$ cat src/rtl/i2c_eeprom_slave.sv
// I2C slave emulating a 24xx-style EEPROM (MEM_BYTES x 8, 1-byte word address) on oversampled open-drain lines.
// SDA updates ~3 clk after each synchronized SCL fall; never stretches SCL, so the master alone paces the bus.
module i2c_eeprom_slave #(
    parameter logic [6:0] ADDRESS   = 7'b1010000,
    parameter int         MEM_BYTES = 256,
    parameter int         PAGE_SIZE = 16
) (
    input  logic clk,
    input  logic rst,
    input  logic scl_i,
    input  logic sda_i,
    output logic sda_oe_o,
    output logic busy_o
);
    localparam int AW = (MEM_BYTES > 1) ? $clog2(MEM_BYTES) : 1;
    localparam logic [AW-1:0] PAGE_MASK = AW'(PAGE_SIZE - 1);
    localparam logic [AW-1:0] PTR_ONE   = AW'(1);

    localparam logic [3:0] IDLE       = 4'd0;
    localparam logic [3:0] DEV_ADDR   = 4'd1;
    localparam logic [3:0] ACK_DEV    = 4'd2;
    localparam logic [3:0] WORD_ADDR  = 4'd3;
    localparam logic [3:0] ACK_WORD   = 4'd4;
    localparam logic [3:0] WRITE_DATA = 4'd5;
    localparam logic [3:0] ACK_WRITE  = 4'd6;
    localparam logic [3:0] READ_DATA  = 4'd7;
    localparam logic [3:0] READ_ACK   = 4'd8;

    logic          scl_s1, scl_s2, scl_d;
    logic          sda_s1, sda_s2, sda_d;
    logic          scl_rise, scl_fall, scl_hi, start_det, stop_det;
    logic [3:0]    state;
    logic [3:0]    bit_cnt;
    logic [7:0]    rx_sh, tx_sh;
    logic [AW-1:0] ptr, ptr_page_inc;
    logic [7:0]    rx_byte, rd_byte;
    logic          wr_en;
    logic [7:0]    mem [MEM_BYTES];

    // Synchronizers idle high so leaving reset never looks like a bus edge.
    always_ff @(posedge clk or posedge rst) begin
        if (rst) begin
            {scl_s1, scl_s2, scl_d} <= 3'b111;
            {sda_s1, sda_s2, sda_d} <= 3'b111;
        end else begin
            scl_s1 <= scl_i;
            scl_s2 <= scl_s1;
            scl_d  <= scl_s2;
            sda_s1 <= sda_i;
            sda_s2 <= sda_s1;
            sda_d  <= sda_s2;
        end
    end

    assign scl_rise  = scl_s2 & ~scl_d;
    assign scl_fall  = ~scl_s2 & scl_d;
    assign scl_hi    = scl_s2 & scl_d;
    assign start_det = scl_hi & ~sda_s2 & sda_d;
    assign stop_det  = scl_hi & sda_s2 & ~sda_d;

    assign rx_byte      = {rx_sh[6:0], sda_s2};
    assign rd_byte      = mem[ptr];
    assign ptr_page_inc = (ptr & ~PAGE_MASK) | ((ptr + PTR_ONE) & PAGE_MASK);
    assign wr_en        = (state == WRITE_DATA) && scl_rise && (bit_cnt == 4'd7);

    always_ff @(posedge clk) begin
        if (wr_en) mem[ptr] <= rx_byte;
    end

    always_ff @(posedge clk or posedge rst) begin
        if (rst) begin
            state    <= IDLE;
            bit_cnt  <= '0;
            rx_sh    <= '0;
            tx_sh    <= '0;
            ptr      <= '0;
            sda_oe_o <= 1'b0;
            busy_o   <= 1'b0;
        end else if (start_det) begin
            state    <= DEV_ADDR;
            bit_cnt  <= '0;
            sda_oe_o <= 1'b0;
        end else if (stop_det) begin
            state    <= IDLE;
            bit_cnt  <= '0;
            sda_oe_o <= 1'b0;
            busy_o   <= 1'b0;
        end else begin
            case (state)
                DEV_ADDR: if (scl_rise) begin
                    rx_sh   <= rx_byte;
                    bit_cnt <= bit_cnt + 4'd1;
                    if (bit_cnt == 4'd7) begin
                        if (rx_byte[7:1] == ADDRESS) begin
                            state  <= ACK_DEV;
                            busy_o <= 1'b1;
                        end else begin
                            state  <= IDLE;
                            busy_o <= 1'b0;
                        end
                    end
                end
                WORD_ADDR: if (scl_rise) begin
                    rx_sh   <= rx_byte;
                    bit_cnt <= bit_cnt + 4'd1;
                    if (bit_cnt == 4'd7) begin
                        ptr   <= rx_byte[AW-1:0];
                        state <= ACK_WORD;
                    end
                end
                WRITE_DATA: if (scl_rise) begin
                    rx_sh   <= rx_byte;
                    bit_cnt <= bit_cnt + 4'd1;
                    if (bit_cnt == 4'd7) state <= ACK_WRITE;
                end
                // bit_cnt 8: waiting for the fall that opens the ACK slot; 9: ACK clock seen.
                ACK_DEV, ACK_WORD, ACK_WRITE: begin
                    if (scl_fall && bit_cnt == 4'd8) begin
                        sda_oe_o <= 1'b1;
                    end else if (scl_rise) begin
                        bit_cnt <= 4'd9;
                        if (state == ACK_WRITE) ptr <= ptr_page_inc;
                    end else if (scl_fall && bit_cnt == 4'd9) begin
                        bit_cnt <= '0;
                        if (state == ACK_DEV && rx_sh[0]) begin
                            state    <= READ_DATA;
                            tx_sh    <= rd_byte;
                            sda_oe_o <= ~rd_byte[7];
                        end else begin
                            sda_oe_o <= 1'b0;
                            state    <= (state == ACK_DEV) ? WORD_ADDR : WRITE_DATA;
                        end
                    end
                end
                READ_DATA: begin
                    if (scl_rise) begin
                        tx_sh   <= {tx_sh[6:0], 1'b0};
                        bit_cnt <= bit_cnt + 4'd1;
                        if (bit_cnt == 4'd7) state <= READ_ACK;
                    end else if (scl_fall) begin
                        sda_oe_o <= ~tx_sh[7];
                    end
                end
                READ_ACK: begin
                    if (scl_fall && bit_cnt == 4'd8) begin
                        sda_oe_o <= 1'b0;
                    end else if (scl_rise) begin
                        ptr     <= ptr + PTR_ONE;
                        bit_cnt <= 4'd9;
                        if (sda_s2) begin
                            state   <= IDLE;
                            busy_o  <= 1'b0;
                            bit_cnt <= '0;
                        end
                    end else if (scl_fall && bit_cnt == 4'd9) begin
                        state    <= READ_DATA;
                        bit_cnt  <= '0;
                        tx_sh    <= rd_byte;
                        sda_oe_o <= ~rd_byte[7];
                    end
                end
                default: ;
            endcase
        end
    end
endmodule

$ cat config.mk
export PLATFORM = sky130hd
export DESIGN_NAME = i2c_eeprom_slave
export DESIGN_NICKNAME = d
export VERILOG_FILES = /design/src/rtl/i2c_eeprom_slave.sv
export SDC_FILE = /design/constraint.sdc
export NUM_CORES = 2
export LEC_CHECK = 0
export BUFFER_PORTS_ARGS = -buffer_cell sky130_fd_sc_hd__buf_2
export CAP_MARGIN = 10
export CORE_ASPECT_RATIO = 0.5
export CORE_MARGIN = 1.5
export CORE_UTILIZATION = 55
export CTS_BUF_LIST = sky130_fd_sc_hd__clkbuf_2
export CTS_CLUSTER_DIAMETER = 100
export DETAILED_ROUTE_END_ITERATION = 16
export GPL_ROUTABILITY_DRIVEN = 0
export PLACE_DENSITY_LB_ADDON = 0.2
export SLEW_MARGIN = 30
export SYNTH_ARGS = -nofsm -noshare
export SYNTH_HDL_FRONTEND = slang
export SYNTH_SLANG_ARGS = --single-unit
$ cat constraint.sdc
create_clock -name clk -period 6.6 [get_ports clk]
set_clock_uncertainty 0.05 [all_clocks]
set_input_delay 0.66 -clock clk [delete_from_list [all_inputs] [get_ports clk]]
set_output_delay 0.66 -clock clk [all_outputs]
set_load 0.005 [all_outputs]
# ---- Word level (Yosys, flattened, before mapping)
# Memories as Yosys holds them, arrays and structs flattened.
# Index checks and enable logic that the tools add are counted.
dict set report classes {
  addsub 2
  bitwise_logic 16
  eq_ne 51
  mux 70
  n_reduce_logical 21
}
# operator count
set ops {}
lappend ops {{8-bit 2-to-1 mux} 15}
lappend ops {{4-bit 2-to-1 mux} 26}
lappend ops {{4-bit inequality test, second input constant} 13}
lappend ops {{8-bit case mux with 3 select lines} 2}
lappend ops {{5-bit inequality test, second input constant} 6}
lappend ops {{2-bit inequality test, second input constant} 13}
lappend ops {{4-bit case mux with 6 select lines} 1}
lappend ops {{4-bit by 3-bit == test with 1-bit output, second input constant} 5}
lappend ops {{1-bit 2-to-1 mux} 20}
lappend ops {{3-bit inequality test, second input constant} 5}
lappend ops {{15-bit AND reduction} 1}
lappend ops {{7-bit AND reduction} 2}
lappend ops {{4-bit == test, second input constant} 3}
lappend ops {{4-bit case mux with 3 select lines} 1}
lappend ops {{11-bit AND reduction} 1}
lappend ops {{10-bit AND reduction} 1}
lappend ops {{5-bit nonzero test} 2}
lappend ops {{3-bit nonzero test} 3}
lappend ops {{8-bit by 1-bit adder with 8-bit output, second input constant} 1}
lappend ops {{4-bit by 2-bit == test with 1-bit output, second input constant} 2}
lappend ops {{1-bit inverter} 8}
lappend ops {{8-bit by 4-bit OR with 8-bit output} 1}
lappend ops {{4-bit AND reduction} 2}
lappend ops {{8-bit nonzero test} 1}
lappend ops {{13 further kinds} 25}
dict set report word_totals {
  ram_bits 2048
  n_memories 1
  inputBits 4
  out_inout_bits 2
  ff_bits 39
}
# name words word_bits read_ports rd_ports_with_merged_regs write_ports line_no
set memory_table {}
lappend memory_table {mem 256 8 1 0 1 38} ;# logic [7:0] mem [MEM_BYTES];

# ---- Logic depth before layout (Yosys ltp)
dict set report depth {
  ltp_word 9
  mapped_depth 11
  mapped_depth_nobuf 8
}

# ---- Worst setup path before layout
# Ideal clock, no wire load.
dict set report synth_timing {
  kind {register -> register}
  from {register rx_sh[0]}
  to {register tx_sh[1]}
  path_buffers 1
  setup_ns 0.126
  required_time_ns 6.424
  arrival_time_ns 4.633
  slack_ns 1.791
  path_stages_with_launch 8
  cell_sequence {dfrtp_1 > nand2_1 > a21o_1 > a21o_1 > clkbuf_1 > nor4_1 > nand4b_1 > o311a_1}
}
dict set report synth_via {
  elab_chain_cells 3
}
# element line_no
set synth_lines {}
lappend synth_lines {{from (decl)} 34} ;# logic [7:0] rx_sh, tx_sh;
lappend synth_lines {{from (signal assigned)} 91} ;# rx_sh <= rx_byte;
lappend synth_lines {{from (signal assigned)} 104} ;# rx_sh <= rx_byte;
lappend synth_lines {{from (signal assigned)} 112} ;# rx_sh <= rx_byte;
lappend synth_lines {{1-bit logical AND} 125} ;# if (state == ACK_DEV && rx_sh[0]) begin
lappend synth_lines {{2-bit inequality test (no line)} -}
lappend synth_lines {{11-bit AND reduction (no line)} -}
lappend synth_lines {{to (signal assigned)} 127} ;# tx_sh <= rd_byte;
lappend synth_lines {{to (signal assigned)} 137} ;# tx_sh <= {tx_sh[6:0], 1'b0};
lappend synth_lines {{to (signal assigned)} 158} ;# tx_sh <= rd_byte;
lappend synth_lines {{to (decl)} 34}
# Every way passes these cells.
# A chain may end at the register's enable or synchronous reset.

# ---- Worst setup path in the final report
dict set report layout_timing {
  from {register ptr[0]}
  to {register tx_sh[7]}
}
dict set report layout_via {
  elab_chain_cells 6
  elab_cells_between_ends 9
  classes_between {mux: 8; memory: 1}
}
# element line_no
set layout_lines {}
lappend layout_lines {{from (decl)} 35} ;# logic [AW-1:0] ptr, ptr_page_inc;
lappend layout_lines {{from (signal assigned)} 107} ;# ptr <= rx_byte[AW-1:0];
lappend layout_lines {{from (signal assigned)} 122} ;# if (state == ACK_WRITE) ptr <= ptr_page_inc;
lappend layout_lines {{from (signal assigned)} 148} ;# ptr <= ptr + PTR_ONE;
lappend layout_lines {{memory read 256 x 8 bit (*)} -}
lappend layout_lines {{8-bit 2-to-1 mux} 125}
lappend layout_lines {{8-bit 2-to-1 mux} 123} ;# end else if (scl_fall && bit_cnt == 4'd9) begin
lappend layout_lines {{8-bit 2-to-1 mux} 120} ;# end else if (scl_rise) begin
lappend layout_lines {{8-bit 2-to-1 mux} 118} ;# if (scl_fall && bit_cnt == 4'd8) begin
lappend layout_lines {{8-bit case mux with 3 select lines (*)} 89} ;# case (state)
# Every way passes the cells marked *; elsewhere a longest branch is shown, timed or not. The select of a mux whose other input is x is not followed.

==> results.md <==
- Nets@finish: 4,005
- Most frequent cells after synthesis: edfxtp_1, mux4_2, nor2_1, clkbuf_1, nand2_1
- Area Overhead vs Synth: 7.81%
- Final min period: 4.64 ns
- Port Buffers: 5
- Hold slack: 0.256 ns
- Largest net degree at the start of global routing: 213
- LEAKAGE: 27.0 nW
- Synth area leaders: edfxtp_1, mux4_2, nor2_1
- Crit path top cell by count: buf_4
- Die Ht: 275 microns
- Clock sinks: 2,087
- Final number of setup-violating endpoints: 0
- Grt met3 use: 8.48%
- Number of antenna violations at the first check in global routing: 9
- Cell taking the most area after synthesis: edfxtp_1
- GRT Total Usage: 27.0%
- GR peak layer: met1
- Share of cells above drive strength 1: 35.5%
- Syn_area_per_cell: 22.3 sq um
- Via count: 40,600
- Power share of the sequential group: 64.3%
- Post-synthesis mux area share: 17.9%
- First DRT Iteration DRCs: 5,598
- Switching Share: 25.8%
- Complex-gate fraction of the synthesized area: 1.07%
- Status: finished, final reports clean
- Slowest stage delay, CP: 1.04 ns
- Critical path origin: ptr[0]$_DFFE_PP0P_
- Synth top area share: 75.5%
- Number of CTS-inserted buffers: 449
- I/O pin count: 6
- EDFF count, synth: 2,048
- CP Launch Type: flip-flop
- Synth Instances: 3,650
- Pwr Total: 25.6 mW
- F_max: 216 MHz
- Grt ovf: 0
- # fillers: 10,500
- VDD IR max: 332 uV
- RSZ-0062 raised after global routing: false
- Simple-gate share of the synthesized area: 2.84%
- Hold Vio Cnt, Final: 0
- Critical R2R Launch: ptr[0]$_DFFE_PP0P_
- Die area: 0.151 sq mm
- Initial Util: 55.6%
- Logic pwr share: 6.4%
- GR Util met1: 40.1%
- Min-Delay Startpoint: scl_i
- WL/cell: 31.9 microns
- TritonCTS clock tree: built
- Yosys cell types: 61
- HPWL Detailed: 118 mm
- CTS max path bufs: 4
- Power Density: 292 mW/mm^2
- Post-synthesis adder-cell area fraction: 0.108%
- Path type of the worst setup path: reg -> reg
- Sw Pwr: 6.60 mW
- Post-CTS Resized: 0
- Max Fanout on Critical Path: 43
- Post-Place Worst Slack: 2.03 ns
- Warnings from Yosys: 0
- Worst slew margin relative to its limit: 25.1%
- Synthesized cell area: 0.0814 sq mm
- Vias per cell: 6.48
- CTS H-tree lvls: 5
- Clock power frac: 29.3%
- Final WS setup: 1.96 ns
- Setup TNS: 0 ns
- Synth Flop Type: edfxtp_1
- CORE AREA: 0.146 sq mm
- First-pass GRT wire length: 288 mm
- Setup crit end kind: flip-flop
- Slew Limit Fails: 0
- Worst-Margin Slew: 1.12 ns
- Seq cells post-synth: 2,087
- DRC Markers: 0
- Rows: 99
- Root buffer cell: clkbuf_2
- Hold Crit Class: in -> reg
- CP Data Required Time: 8.12 ns
- Internal power: 19.0 mW
- Period utilization: 70.3%
- Clk slew on worst S/H paths: 0.13 ns
- Main combinational cell family by area after synthesis: multiplexers
- Met2 Use GR: 38.5%
- Pre-antenna DRT Iters: 11
- DRT Wirelength: 200 mm
- Synth Area in XOR/XNOR: 0.0108%
- Synth Net Count: 3,661
- CP cell instances: buf_12 > buf_4 > mux4_2 > a22oi_1 > nand3_1 > a2111oi_2 > buf_4 > o31ai_1 > o41a_1 > a221o_1
- Routed Antenna Nets: 0
- Vias in the first global route: 40,400
- Slowest cell on crit path: dfrtp_4
- Post-synth ARST share: 1.87%
- Die Width: 547 microns
- Cell with the most instances after synthesis: edfxtp_1
- Clk Latency, worst-skew pair: 1.79 ns
- Register area share after synthesis: 76.7%
- Worst endpoint data arrival time: 6.16 ns
- Max cap viols: 0
repair_timing:
item,CTS,global route
setup buffers,0,0
hold endpoints to repair,41,0
setup endpoints to repair,0,0
hold buffers,8,0
metrics by stage:
| step | cell area (sq um) | cells | util (%) |
|---|---|---|---|
| final | 87800 | 6256 | 60.0 |
| after global routing | 87800 | 6251 | 60.0 |
| after CTS | 87700 | 6246 | 59.9 |
| after detailed placement | 83900 | 5502 | 57.3 |
| after global placement | 83800 | 5502 | 57.3 |
| after floorplan | 81400 | 3650 | - |
path summary, 6_finish.rpt:
kind | endpoint | slack (ns) | cells past startpoint
setup / recovery | tx_sh[7]$_DFFE_PP0P_ | 1.96 | 10
hold / removal | scl_s1$_DFF_PP1_ | 0.26 | 3
setup reg to reg | tx_sh[7]$_DFFE_PP0P_ | 1.96 | 10
hold reg to reg | sda_s2$_DFF_PP1_ | 0.31 | 0
max in group asynchronous | rx_sh[6]$_DFFE_PP0P_ | 5.20 | 6
min in group asynchronous | tx_sh[2]$_DFFE_PP0P_ | 0.73 | 6
routing by layer:
| metal | share of wire [%] | wire length (microns) | vias to the layer above |
|---|---|---|---|
| met1 | 41 | 81500 | 21400 |
| met3 | 12 | 24300 | 355 |
| met5 | 0.063 | 126 | - |
| met2 | 45 | 89100 | 2473 |
| met4 | 2.4 | 4880 | 10 |
| li1 | - | - | 16300 |
logic make-up (layout without fill, tap and decap cells):
kind of cell             count (synthesis)  in the layout
XOR/XNOR                                 1              1
buffers and inverters                  223            852
other                                    0              8
adder cells (fa/ha/maj)                  7              7
flip-flops                            2087           2087
AO/OA/AOI/OAI                          129            129
AND/OR/NAND/NOR                        537            537
multiplexers                           666            666
sequential cells by signal, summed over array words and instances (netlist names), 4 cells and up:
signal / flops
bit_cnt: 4
rx_sh: 7
state: 4
tx_sh: 8
ptr: 8
mem: 2048
placed cells by master, fill, tap and decap left out, drive strengths merged, types with 33 or more instances in the layout:
| cell | count |
|---|---|
| a21oi | 34 |
| buf | 99 |
| clkbuf | 669 |
| clkinv | 60 |
| dfrtp | 33 |
| edfxtp | 2048 |
| mux4 | 630 |
| nand2 | 77 |
| nand3 | 71 |
| nor2 | 306 |
worst max-delay path, delay by kind of cell, from the launching register on:
kind	cells	cell delay, ns
compound gates	5	1.63
flops	1	1.04
buf+inv	3	1.01
mux	1	0.55
simple gates	1	0.12
power groups by stage:
stage | logic [mW] | clock network [mW] | registers (mW)
after global placement | 1.41 | 0 | 16.8
after floorplan | 0.167 | 0 | 17.5
after detailed placement | 1.55 | 0 | 16.8
after global routing | 1.76 | 8.29 | 16.5
final | 1.63 | 7.51 | 16.5
after CTS | 1.54 | 7.63 | 16.5
layout make-up:
cell class	count	area, sq um	area share, %
Clock buffer	669	3350	3.81
Inverter	9	41.3	0.0470
Timing Repair Buffer	107	1010	1.15
Multi-Input combinational cell	1340	18100	20.6
Sequential cell	2087	62500	71.2
Tap cell	1969	2460	2.81
Clock inverter	67	320	0.365
Antenna cell	8	20.0	0.0228
Note: power is estimated with default switching activity, not from simulation.
